**src/rtl/sterowanie_przesuniecia.sv**
```systemverilog
// Serial arithmetic right shift of i_arg_A by n = ~i_arg_B bits, one bit per cycle.
// Negative, zero and oversized shift amounts are resolved on the accepting edge without iterating.
module sterowanie_przesuniecia #(
  parameter int BITS  = 32,
  parameter int CNT_W = $clog2(BITS) + 1
) (
  input  logic                   i_clk,
  input  logic                   i_rst,
  input  logic                   i_start,
  input  logic signed [BITS-1:0] i_arg_A,
  input  logic signed [BITS-1:0] i_arg_B,
  output logic                   o_ready,
  output logic                   o_busy,
  output logic                   o_valid,
  output logic signed [BITS-1:0] o_result,
  output logic                   o_error
);

  typedef enum logic [1:0] {
    IDLE  = 2'd0,
    SHIFT = 2'd1,
    DONE  = 2'd2
  } state_t;

  localparam logic [BITS-1:0] MAX_SHIFT = BITS'(BITS - 1);

  state_t                   state_reg,  state_next;
  logic signed [BITS-1:0]   work_reg,   work_next;
  logic        [CNT_W-1:0]  count_reg,  count_next;
  logic                     error_reg,  error_next;
  logic signed [BITS-1:0]   shift_amt;

  // ~B equals -B-1, so the shift amount needs no adder.
  assign shift_amt = ~i_arg_B;

  always_ff @(posedge i_clk) begin
    if (i_rst) begin
      state_reg <= IDLE;
      work_reg  <= '0;
      count_reg <= '0;
      error_reg <= 1'b0;
    end else begin
      state_reg <= state_next;
      work_reg  <= work_next;
      count_reg <= count_next;
      error_reg <= error_next;
    end
  end

  always_comb begin
    state_next = state_reg;
    work_next  = work_reg;
    count_next = count_reg;
    error_next = error_reg;
    case (state_reg)
      IDLE: begin
        if (i_start) begin
          error_next = 1'b0;
          if (shift_amt < 0) begin
            work_next  = '0;
            error_next = 1'b1;
            state_next = DONE;
          end else if (shift_amt == 0) begin
            work_next  = i_arg_A;
            state_next = DONE;
          end else if ($unsigned(shift_amt) > MAX_SHIFT) begin
            // Every bit would be shifted out: only the sign survives.
            work_next  = {BITS{i_arg_A[BITS-1]}};
            state_next = DONE;
          end else begin
            work_next  = i_arg_A;
            count_next = shift_amt[CNT_W-1:0];
            state_next = SHIFT;
          end
        end
      end
      SHIFT: begin
        work_next  = {work_reg[BITS-1], work_reg[BITS-1:1]};
        count_next = count_reg - CNT_W'(1);
        if (count_reg == CNT_W'(1)) begin
          state_next = DONE;
        end
      end
      DONE: begin
        state_next = IDLE;
      end
      default: begin
        state_next = IDLE;
      end
    endcase
  end

  assign o_ready  = (state_reg == IDLE);
  assign o_busy   = (state_reg == SHIFT);
  assign o_valid  = (state_reg == DONE);
  assign o_result = work_reg;
  assign o_error  = error_reg;

endmodule

```
**config.mk**
```make
export PLATFORM = sky130hd
export DESIGN_NAME = sterowanie_przesuniecia
export DESIGN_NICKNAME = d
export VERILOG_FILES = /design/src/rtl/sterowanie_przesuniecia.sv
export SDC_FILE = /design/constraint.sdc
export NUM_CORES = 1
export LEC_CHECK = 0
export BUFFER_PORTS_ARGS = -buffer_cell sky130_fd_sc_hd__clkbuf_2
export CELL_PAD_IN_SITES_DETAIL_PLACEMENT = 0
export CELL_PAD_IN_SITES_GLOBAL_PLACEMENT = 2
export CORE_UTILIZATION = 26
export CTS_BUF_LIST = sky130_fd_sc_hd__clkbuf_2
export CTS_CLUSTER_SIZE = 10
export DETAILED_ROUTE_END_ITERATION = 16
export PLACE_DENSITY_LB_ADDON = 0.1
export RECOVER_POWER = 25
export SETUP_SLACK_MARGIN = 0.4
export SYNTH_ARGS = -nofsm -noshare
export SYNTH_HDL_FRONTEND = slang
export SYNTH_SLANG_ARGS = --single-unit
```
**constraint.sdc**
```tcl
create_clock -name i_clk -period 2.1 [get_ports i_clk]
set_clock_uncertainty 0.05 [all_clocks]
set_input_delay 0 -clock i_clk [delete_from_list [all_inputs] [get_ports i_clk]]
set_output_delay 0 -clock i_clk [all_outputs]
set_load 0.02 [all_outputs]
```
==> results of run 1 <==
cell families after synthesis:
group,synth area share (%)
and+or+nand+nor,18.28
DFF,34.86
adders and majority gates,1.063
AOI/OAI and AO/OA,38.10
buffers and inverters,7.705
final cells by class:
| type | count | area share (%) |
|---|---|---|
| multi-input cells | 225 | 40.01 |
| repair buffers | 155 | 29.58 |
| flip-flops and latches | 41 | 23.90 |
| well taps | 108 | 3.910 |
| clock inverters | 2 | 1.014 |
| inverters | 7 | 0.8689 |
| clock buffers | 5 | 0.7241 |
tightest hold or removal path, delay by kind of cell:
family | cells | cell delay, ns
AOI/OAI and AO/OA | 1 | 0.08
buffers and inverters | 1 | 0.09
and+or+nand+nor | 3 | 0.27
worst min-delay path by stage:
stage	slack, ns	end	start
floorplan	0.05	o_error$_SDFFE_PP0P_	i_arg_B[31]
global placement	0.22	o_result[8]$_SDFFE_PP0P_	i_arg_A[8]
detailed placement	0.24	o_result[8]$_SDFFE_PP0P_	i_arg_A[8]
CTS	-0.002	state_reg[1]$_SDFFE_PP0P_	i_arg_B[22]
global route	0.01	state_reg[0]$_SDFFE_PP0P_	i_arg_B[25]
finish	-0.001	state_reg[0]$_SDFFE_PP0P_	i_arg_B[19]
layout by cell type (no fill, tap or decap), types with 2 or more instances in the layout:
master,instances
a21oi_1,90
clkbuf_2,88
dlygate4sd3_1,40
dfxtp_1,39
nor2_1,33
a211o_1,26
clkbuf_1,19
buf_4,9
nand2b_1,7
nand2_1,7
inv_1,6
nand4_1,6
nand3_1,6
o21ai_0,6
and2_1,5
a211oi_1,4
o311ai_0,3
nand2b_4,2
nand4_2,2
nor3_1,2
a21oi_2,2
a211oi_2,2
a21o_1,2
o22a_1,2
ha_1,2
buf_6,2
power groups by stage:
stage               Clock [mW]  Combinational (mW)  Sequential [mW]
detailed placement           0               0.417            0.885
CTS                      0.498               0.476            0.870
finish                   0.483               0.479            0.868
global route             0.526               0.531            0.877
global placement             0               0.414            0.885
floorplan                    0               0.201            0.929
metal layers:
layer | vias up | track usage, %
met3 | 8 | 3.165
li1 | 1363 | -
met1 | 1248 | 22.44
met5 | - | 0
met4 | 0 | 4.248
met2 | 97 | 27.74
repair_timing:
item | CTS | global route
cloned | 0 | 1
pin swaps | 0 | 1
endpoints found under the hold margin | 39 | 0
resized for setup | 1 | 11
setup endpoints to repair | 29 | 32
hold buffers | 40 | 0
buffers inserted | 0 | 0
==> results.sh, run 1 <==
export IMPL_die_y_um=97.17
export IMPL_stdcell_area_um2=3456
export IMPL_synth_cell_types=38
export IMPL_hold_slack_ns=-0.001152
export IMPL_yosys_top_cells_area="dfxtp_1 35%, a21oi_1 19%, a211o_1 9.7%, nor2_1 5.4%, buf_4 1.9%"
export IMPL_met3WireLength_um=431
export IMPL_ys_ff_latch=41
export IMPL_setup_viol=0
export IMPL_r2r_start="state_reg[0]$_SDFFE_PP0P_"
export IMPL_cp_max_fo=18
export IMPL_die_x_um=97.17
export IMPL_startpoint_type="register"
export IMPL_rsz0062_at_grt="yes"
export IMPL_drt_iter0_markers=80
export IMPL_syn_area_um2=2355
export IMPL_multiInputGateArea_um2=1383
export IMPL_drcViolationCount=0
export IMPL_dpl_hpwl_um=5301
export IMPL_regArea_um2=825.8
export IMPL_hold_viol=1
export IMPL_crit_top_cell="a21oi_1"
export IMPL_cts_buffers=5
export IMPL_p_leak_nw=1.516
export IMPL_fin_crit_sh_pct=75.69
export IMPL_cp_slowest_cell="dfxtp_2"
export IMPL_antenna_found_initial=0
export IMPL_crit_path_cell_trace="buf_6 -> nand2b_4 -> and2_4 -> buf_12 -> a21oi_1 -> a211o_1 -> a21oi_1"
export IMPL_utilization_pct=39.43
export IMPL_h_tree_depth=2
export IMPL_dpl_instance_area_um2=2952
export IMPL_overflow=0
export IMPL_cts_tree="done"
export IMPL_total_power_mw=1.830
export IMPL_synthCells=298
export IMPL_crit_family="compound AO/OA/AOI/OAI gates"
export IMPL_p_int_mw=1.244
export IMPL_worstReg2RegEnd="o_result[15]$_SDFFE_PP0P_"
export IMPL_clock_power_share_pct=26.4
export IMPL_syn_to_final_growth_pct=46.76
export IMPL_core_um2=8763
export IMPL_wl_met2_um=3560
export IMPL_slowest_delay_ns=0.39
export IMPL_crit_type="register to register"
export IMPL_powerDensity_nw_per_um2=529.6
export IMPL_ios=103
export IMPL_avgSynthCellArea_um2=7.902
export IMPL_yosys_area_top_type_share_pct=34.86
export IMPL_synth_edff_count=0
export IMPL_slew_limit_headroom_pct=54.94
export IMPL_grt_usage_pct=16.80
export IMPL_critPathBufInv=2
export IMPL_seq_power_share_pct=47.4
export IMPL_async_reset_ff_share_pct=0
export IMPL_post_synth_top_count_cell="a21oi_1"
export IMPL_synth_seq_area_share_pct=34.86
export IMPL_grt_start_max_net_pins=31
export IMPL_fin_crit_ns=1.589
export IMPL_dr_total_vias=2716
export IMPL_hold_path_depth=5
export IMPL_violations="hold timing"
export IMPL_cts_root_buf="clkbuf_2"
export IMPL_status="finished with violations"
export IMPL_crit_end="o_result[15]$_SDFFE_PP0P_"
export IMPL_clk_pin_slew_worst_paths_ns=0.22
export IMPL_maxCapViolCount=0
export IMPL_ys_flop_type="dfxtp_1"
export IMPL_nets=504
export IMPL_drv_slew=0
export IMPL_fin_setup_tns_ns=0
export IMPL_drt_met1_wl_um=3835
export IMPL_top_layer="met4"
export IMPL_grt_pass1_vias=2686
export IMPL_place_inst=495
export IMPL_routed_via_density=5.002
export IMPL_drive_gt1_share_pct=27.82
export IMPL_diodes=0
export IMPL_fp_dieArea_um2=9441
export IMPL_drtAntennaViolNets=0
export IMPL_ys_warn_count=0
export IMPL_drt_wirelength_per_cell_um=14.59
export IMPL_port_buffers=102
export IMPL_largest_register_ffs=32
export IMPL_rows=34
export IMPL_syn_num_nets=367
export IMPL_hold_path_class="input pin to register"
export IMPL_fmax_ghz=0.6292
export IMPL_clockBufferDepth=2
export IMPL_wl_um=7920
export IMPL_worst_pin_slew_ns=0.6758
export IMPL_arrival_ns=1.90
export IMPL_power_share_switching_pct=32.05
export IMPL_dp_slack_ns=0.3969
export IMPL_critPathRequiredTime_ns=2.41
export IMPL_r2r_slack_ns=0.51
export IMPL_grt_pass1_wl_um=12990
export IMPL_place_gp_congestion=0.7581
export IMPL_cp_depth=7
export IMPL_setup_ws_ns=0.5106
export IMPL_power_switching_mw=0.5866
export IMPL_cp_startpoint="state_reg[0]$_SDFFE_PP0P_"
export IMPL_rr_worst_depth=7
export IMPL_endpoint_kind="register"
export IMPL_n_fill_cell=959
export IMPL_initial_core_util_pct=26.87
export IMPL_clkSinkCount=41
export IMPL_synth_top_area_cell="dfxtp_1"
export IMPL_final_cell_count_no_fill=543
export IMPL_firstDrtPassIters=4
export IMPL_clock_insertion_delay_worst_skew_ns=0.43
export IMPL_p_comb_share_pct=26.2
export IMPL_synth_common_cells="90 x a21oi_1, 41 x dfxtp_1, 34 x nor2_1"
export IMPL_vdd_drop_max_mv=0.1912
Note: power is estimated with default switching activity, not from simulation.
==> run 2, diff against run 1 <==
Clock period 2.1 ns to 1.65 ns, I/O delays scaled along.
==> results.sh, run 2 (synthesis gave the netlist of run 1 again) <==
export IMPL_wl_um=9300
export IMPL_drt_wirelength_per_cell_um=16.40
export IMPL_h_tree_depth=2
export IMPL_worst_pin_slew_ns=0.5528
export IMPL_fp_dieArea_um2=9441
export IMPL_slowest_delay_ns=0.42
export IMPL_cp_max_fo=7
export IMPL_clk_pin_slew_worst_paths_ns=0.21
export IMPL_fin_crit_sh_pct=88.10
export IMPL_drv_slew=0
export IMPL_mostFrequentLayoutCell="clkbuf_2"
export IMPL_setup_viol=0
export IMPL_port_buffers=102
export IMPL_powerDensity_nw_per_um2=555.5
export IMPL_clockBufferDepth=2
export IMPL_endpoint_kind="register"
export IMPL_antenna_found_initial=0
export IMPL_nets=529
export IMPL_clkSinkCount=41
export IMPL_grt_pass1_wl_um=14080
export IMPL_cts_root_buf="clkbuf_2"
export IMPL_firstDrtPassIters=5
export IMPL_status="complete, no violations"
export IMPL_crit_family="compound AO/OA/AOI/OAI gates"
export IMPL_syn_to_final_growth_pct=74.92
export IMPL_rsz0062_at_grt="yes"
export IMPL_total_power_mw=2.288
export IMPL_routed_via_density=5.053
export IMPL_hold_viol=0
export IMPL_dpl_hpwl_um=5399
export IMPL_die_x_um=97.17
export IMPL_initial_core_util_pct=26.87
export IMPL_crit_top_cell="a21oi_1"
export IMPL_crit_type="register to register"
export IMPL_slew_limit_headroom_pct=62.93
export IMPL_hold_path_class="input pin to register"
export IMPL_p_leak_nw=1.700
export IMPL_fin_crit_ns=1.454
export IMPL_largest_register_ffs=32
export IMPL_grt_start_max_net_pins=22
export IMPL_rr_worst_depth=5
export IMPL_drive_gt1_share_pct=44.66
export IMPL_layout_common_cells="85 x clkbuf_2, 52 x a21oi_1, 38 x dfxtp_1, 38 x dlygate4sd3_1, 36 x a21oi_2"
export IMPL_startpoint_type="register"
export IMPL_critPathRequiredTime_ns=1.96
export IMPL_drtAntennaViolNets=0
export IMPL_dpl_instance_area_um2=3059
export IMPL_dr_total_vias=2865
export IMPL_maxCapViolCount=0
export IMPL_grt_usage_pct=18.66
export IMPL_critPathBufInv=0
export IMPL_cts_tree="done"
export IMPL_stdcell_area_um2=4119
export IMPL_drcViolationCount=0
export IMPL_drt_iter0_markers=70
export IMPL_cp_slowest_cell="dfxtp_4"
export IMPL_die_y_um=97.17
export IMPL_diodes=0
export IMPL_grt_pass1_vias=2685
export IMPL_arrival_ns=1.76
export IMPL_hold_path_depth=5
export IMPL_vdd_drop_max_mv=0.3171
export IMPL_crit_path_cell_trace="nand2b_4 -> and2_4 -> a21oi_1 -> a211o_1 -> a21oi_1"
export IMPL_fin_setup_tns_ns=0
export IMPL_rows=34
export IMPL_cp_depth=5
export IMPL_core_um2=8763
export IMPL_ios=103
export IMPL_place_gp_congestion=0.7134
export IMPL_cts_buffers=5
export IMPL_fmax_ghz=0.6879
export IMPL_clock_insertion_delay_worst_skew_ns=0.40
export IMPL_overflow=0
[run 2: path summary, 6_finish.rpt]
kind	from	endpoint	slack, ns
worst min-delay path	i_arg_B[18]	state_reg[1]$_SDFFE_PP0P_	0.03
worst max-delay path	state_reg[1]$_SDFFE_PP0P_	o_result[17]$_SDFFE_PP0P_	0.20
worst min register to register	count_reg[5]$_SDFFE_PP0P_	count_reg[5]$_SDFFE_PP0P_	0.44
worst max register to register	state_reg[1]$_SDFFE_PP0P_	o_result[17]$_SDFFE_PP0P_	0.20
[run 2: metal layers]
| layer | up-vias | GRT usage, % | part of all wire [%] | routed length, um |
|---|---|---|---|---|
| li1 | 1431 | - | - | - |
| met1 | 1356 | 24.21 | 45 | 4213 |
| met5 | - | 0 | 0 | 0 |
| met3 | 9 | 3.165 | 4.5 | 423 |
| met4 | 0 | 4.937 | 0.82 | 76 |
| met2 | 69 | 31.85 | 49 | 4587 |
[run 2: where the power goes]
part | switching (mW) | total (mW) | internal (mW)
Clock | 0.346 | 0.433 | 0.0865
Sequential | 0.0613 | 1.11 | 1.05
Combinational | 0.383 | 0.743 | 0.360
[run 2: worst reg2reg max path, cell delays in order (launching register included)]
cell and delay, ns:
dfxtp_4 0.42, nand2b_4 0.20, and2_4 0.27, a21oi_1 0.08, a211o_1 0.29, a21oi_1 0.11
[run 2: area by class of cell]
cell class / count / area (um^2)
repair buffers: 175 / 1371
fillers: 884 / 4644
multi-input cells: 230 / 1723
inverters: 7 / 30.03
clock buffers: 5 / 25.02
flip-flops and latches: 41 / 829.5
clock inverters: 1 / 5.005
well taps: 108 / 135.1
[run 2: metrics by stage]
stage | setup slack, ns | cells | utilization (%) | hold WS, ns
final | 0.1963 | 567 | 47.00 | 0.02792
after global routing | 0.1429 | 567 | 47.00 | 0.06148
after CTS | 0.2621 | 559 | 43.22 | 0.01997
after detailed placement | 0.06560 | 496 | 34.91 | 0.2235
after global placement | 0.09802 | 496 | 34.91 | 0.2357
after floorplan | 0.1896 | 298 | - | 0.04561
[run 2: what timing repair did]
| item | in CTS | in global routing |
|---|---|---|
| hold buffers | 38 | 0 |
| setup endpoints to repair | 43 | 44 |
| hold endpoints to repair | 38 | 0 |
| pin swaps | 15 | 28 |
| gates cloned | 7 | 3 |
| buffers inserted | 12 | 5 |
| resized for setup | 36 | 58 |
==> run 3, diff against run 2 <==
Settings changed: MAX_ROUTING_LAYER from default to met4.
==> results.sh, run 3 (synthesis gave the netlist of run 1 again) <==
export IMPL_fin_setup_tns_ns=0
export IMPL_rows=34
export IMPL_worstReg2RegEnd="o_result[17]$_SDFFE_PP0P_"
export IMPL_hold_path_class="input pin to register"
export IMPL_diodes=0
export IMPL_setup_viol=0
export IMPL_holdPathEnd="state_reg[1]$_SDFFE_PP0P_"
export IMPL_clockBufferDepth=2
export IMPL_cp_max_fo=7
export IMPL_overflow=0
export IMPL_multiInputGateArea_um2=1727
export IMPL_final_cell_count_no_fill=567
export IMPL_dpl_hpwl_um=5399
export IMPL_antenna_found_initial=0
export IMPL_cts_root_buf="clkbuf_2"
export IMPL_drt_wirelength_per_cell_um=16.37
export IMPL_drcViolationCount=0
export IMPL_r2r_start="state_reg[1]$_SDFFE_PP0P_"
export IMPL_seq_power_share_pct=48.7
export IMPL_grt_start_max_net_pins=22
export IMPL_p_int_mw=1.498
export IMPL_clock_power_share_pct=18.8
export IMPL_critPathBufInv=0
export IMPL_crit_family="compound AO/OA/AOI/OAI gates"
export IMPL_clock_insertion_delay_worst_skew_ns=0.40
export IMPL_p_comb_share_pct=32.5
export IMPL_routed_via_density=5.074
export IMPL_layout_common_cells="85 x clkbuf_2, 53 x a21oi_1, 38 x dfxtp_1, 38 x dlygate4sd3_1, 34 x a21oi_2"
export IMPL_wl_um=9283
export IMPL_fin_crit_ns=1.451
export IMPL_initial_core_util_pct=26.87
export IMPL_drv_slew=0
export IMPL_maxCapViolCount=0
export IMPL_crit_path_cell_trace="nand2b_4 -> and2_4 -> a21oi_1 -> a211o_1 -> a21oi_1"
export IMPL_largest_register_ffs=32
export IMPL_n_fill_cell=880
export IMPL_grt_usage_pct=19.27
export IMPL_core_um2=8763
export IMPL_grt_pass1_vias=2677
export IMPL_fin_crit_sh_pct=87.93
export IMPL_place_inst=496
export IMPL_worst_pin_slew_ns=0.5487
export IMPL_fmax_ghz=0.6892
export IMPL_hold_path_depth=5
export IMPL_ios=103
export IMPL_arrival_ns=1.76
export IMPL_die_y_um=97.17
export IMPL_rsz0062_at_grt="yes"
export IMPL_power_switching_mw=0.7869
export IMPL_regArea_um2=829.5
export IMPL_crit_top_cell="a21oi_1"
export IMPL_fp_dieArea_um2=9441
export IMPL_endpoint_kind="register"
export IMPL_h_tree_depth=2
export IMPL_hold_slack_ns=0.03035
export IMPL_min_from="i_arg_B[18]"
export IMPL_clkSinkCount=41
export IMPL_syn_to_final_growth_pct=75.08
export IMPL_drt_iter0_markers=70
export IMPL_critPathRequiredTime_ns=1.96
export IMPL_r2r_slack_ns=0.20
export IMPL_place_gp_congestion=0.7215
export IMPL_firstDrtPassIters=4
export IMPL_total_power_mw=2.285
export IMPL_rr_worst_depth=5
export IMPL_clk_pin_slew_worst_paths_ns=0.21
export IMPL_powerDensity_nw_per_um2=554.2
export IMPL_cts_tree="done"
export IMPL_hold_viol=0
export IMPL_die_x_um=97.17
export IMPL_port_buffers=102
export IMPL_vdd_drop_max_mv=0.3161
export IMPL_cts_buffers=5
export IMPL_drtAntennaViolNets=0
export IMPL_drive_gt1_share_pct=44.44
export IMPL_status="complete, no violations"
export IMPL_slowest_delay_ns=0.42
export IMPL_slew_limit_headroom_pct=63.20
export IMPL_cp_slowest_cell="dfxtp_4"
export IMPL_grt_pass1_wl_um=14100
export IMPL_crit_type="register to register"
export IMPL_mostFrequentLayoutCell="clkbuf_2"
export IMPL_power_share_switching_pct=34.44
export IMPL_startpoint_type="register"
export IMPL_p_leak_nw=1.702
export IMPL_dr_total_vias=2877
export IMPL_nets=529
run 3: cell count changes in the layout (fill, tap and decap cells not counted):
| cell | previous run | this run |
|---|---|---|
| a21oi_1 | 52 | 53 |
| a21oi_2 | 36 | 34 |
| a21oi_4 | 4 | 5 |
run 3: layout make-up:
cell class | instances | share of cell area (%)
well taps | 108 | 3.278
repair buffers | 175 | 33.26
multi-input cells | 230 | 41.88
inverters | 7 | 0.7284
clock buffers | 5 | 0.6070
clock inverters | 1 | 0.1214
flip-flops and latches | 41 | 20.12
run 3: worst max path at each step:
| stage | startpoint | end | slack [ns] | depth (start not counted) |
|---|---|---|---|---|
| global placement | state_reg[1]$_SDFFE_PP0P_ | o_result[15]$_SDFFE_PP0P_ | 0.1 | 5 |
| CTS | state_reg[1]$_SDFFE_PP0P_ | o_result[28]$_SDFFE_PP0P_ | 0.26 | 5 |
| global route | state_reg[0]$_SDFFE_PP0P_ | count_reg[4]$_SDFFE_PP0P_ | 0.14 | 6 |
| detailed placement | i_arg_B[25] | o_result[22]$_SDFFE_PP0P_ | 0.07 | 7 |
| floorplan | state_reg[1]$_SDFFE_PP0P_ | o_result[20]$_SDFFE_PP0P_ | 0.19 | 8 |
| finish | state_reg[1]$_SDFFE_PP0P_ | o_result[17]$_SDFFE_PP0P_ | 0.20 | 5 |
run 3: stage by stage:
step	util [%]	setup slack (ns)	instance area [um^2]
CTS	43.22	0.2621	3787
finish	47.04	0.1991	4123
global route	47.04	0.1437	4123
detailed placement	34.91	0.06560	3059
global placement	34.91	0.09802	3059
floorplan	-	0.1896	2430
run 3: worst register-to-register path, delay by kind of cell, from the launching register on:
kind            cells  cell delay (ns)
compound gates      3             0.48
flops               1             0.42
simple gates        2             0.46
run 3: what timing repair did:
item / 4_1_cts / 5_1_grt
buffers inserted: 12 / 5
hold buffers: 38 / 0
endpoints found under the setup margin: 43 / 44
gates resized for setup: 36 / 58
endpoints found under the hold margin: 38 / 0
cloned: 7 / 3
pin swaps: 15 / 27
run 3: routing by layer:
| layer | part of all wire, % | wire length (um) | track usage, % | vias to the layer above |
|---|---|---|---|---|
| met2 | 50 | 4626 | 31.85 | 71 |
| met1 | 46 | 4224 | 24.70 | 1371 |
| met5 | 0 | 0 | - | - |
| li1 | - | - | - | 1426 |
| met4 | 0.66 | 61 | 4.937 | 0 |
| met3 | 4.0 | 370 | 2.734 | 9 |
run 3: power groups by stage:
stage	clock, mW	combinational, mW	sequential, mW
after floorplan	0	0.270	1.18
after global placement	0	0.554	1.12
after detailed placement	0	0.555	1.12
after CTS	0.458	0.678	1.10
after global routing	0.488	0.804	1.12
final	0.429	0.743	1.11
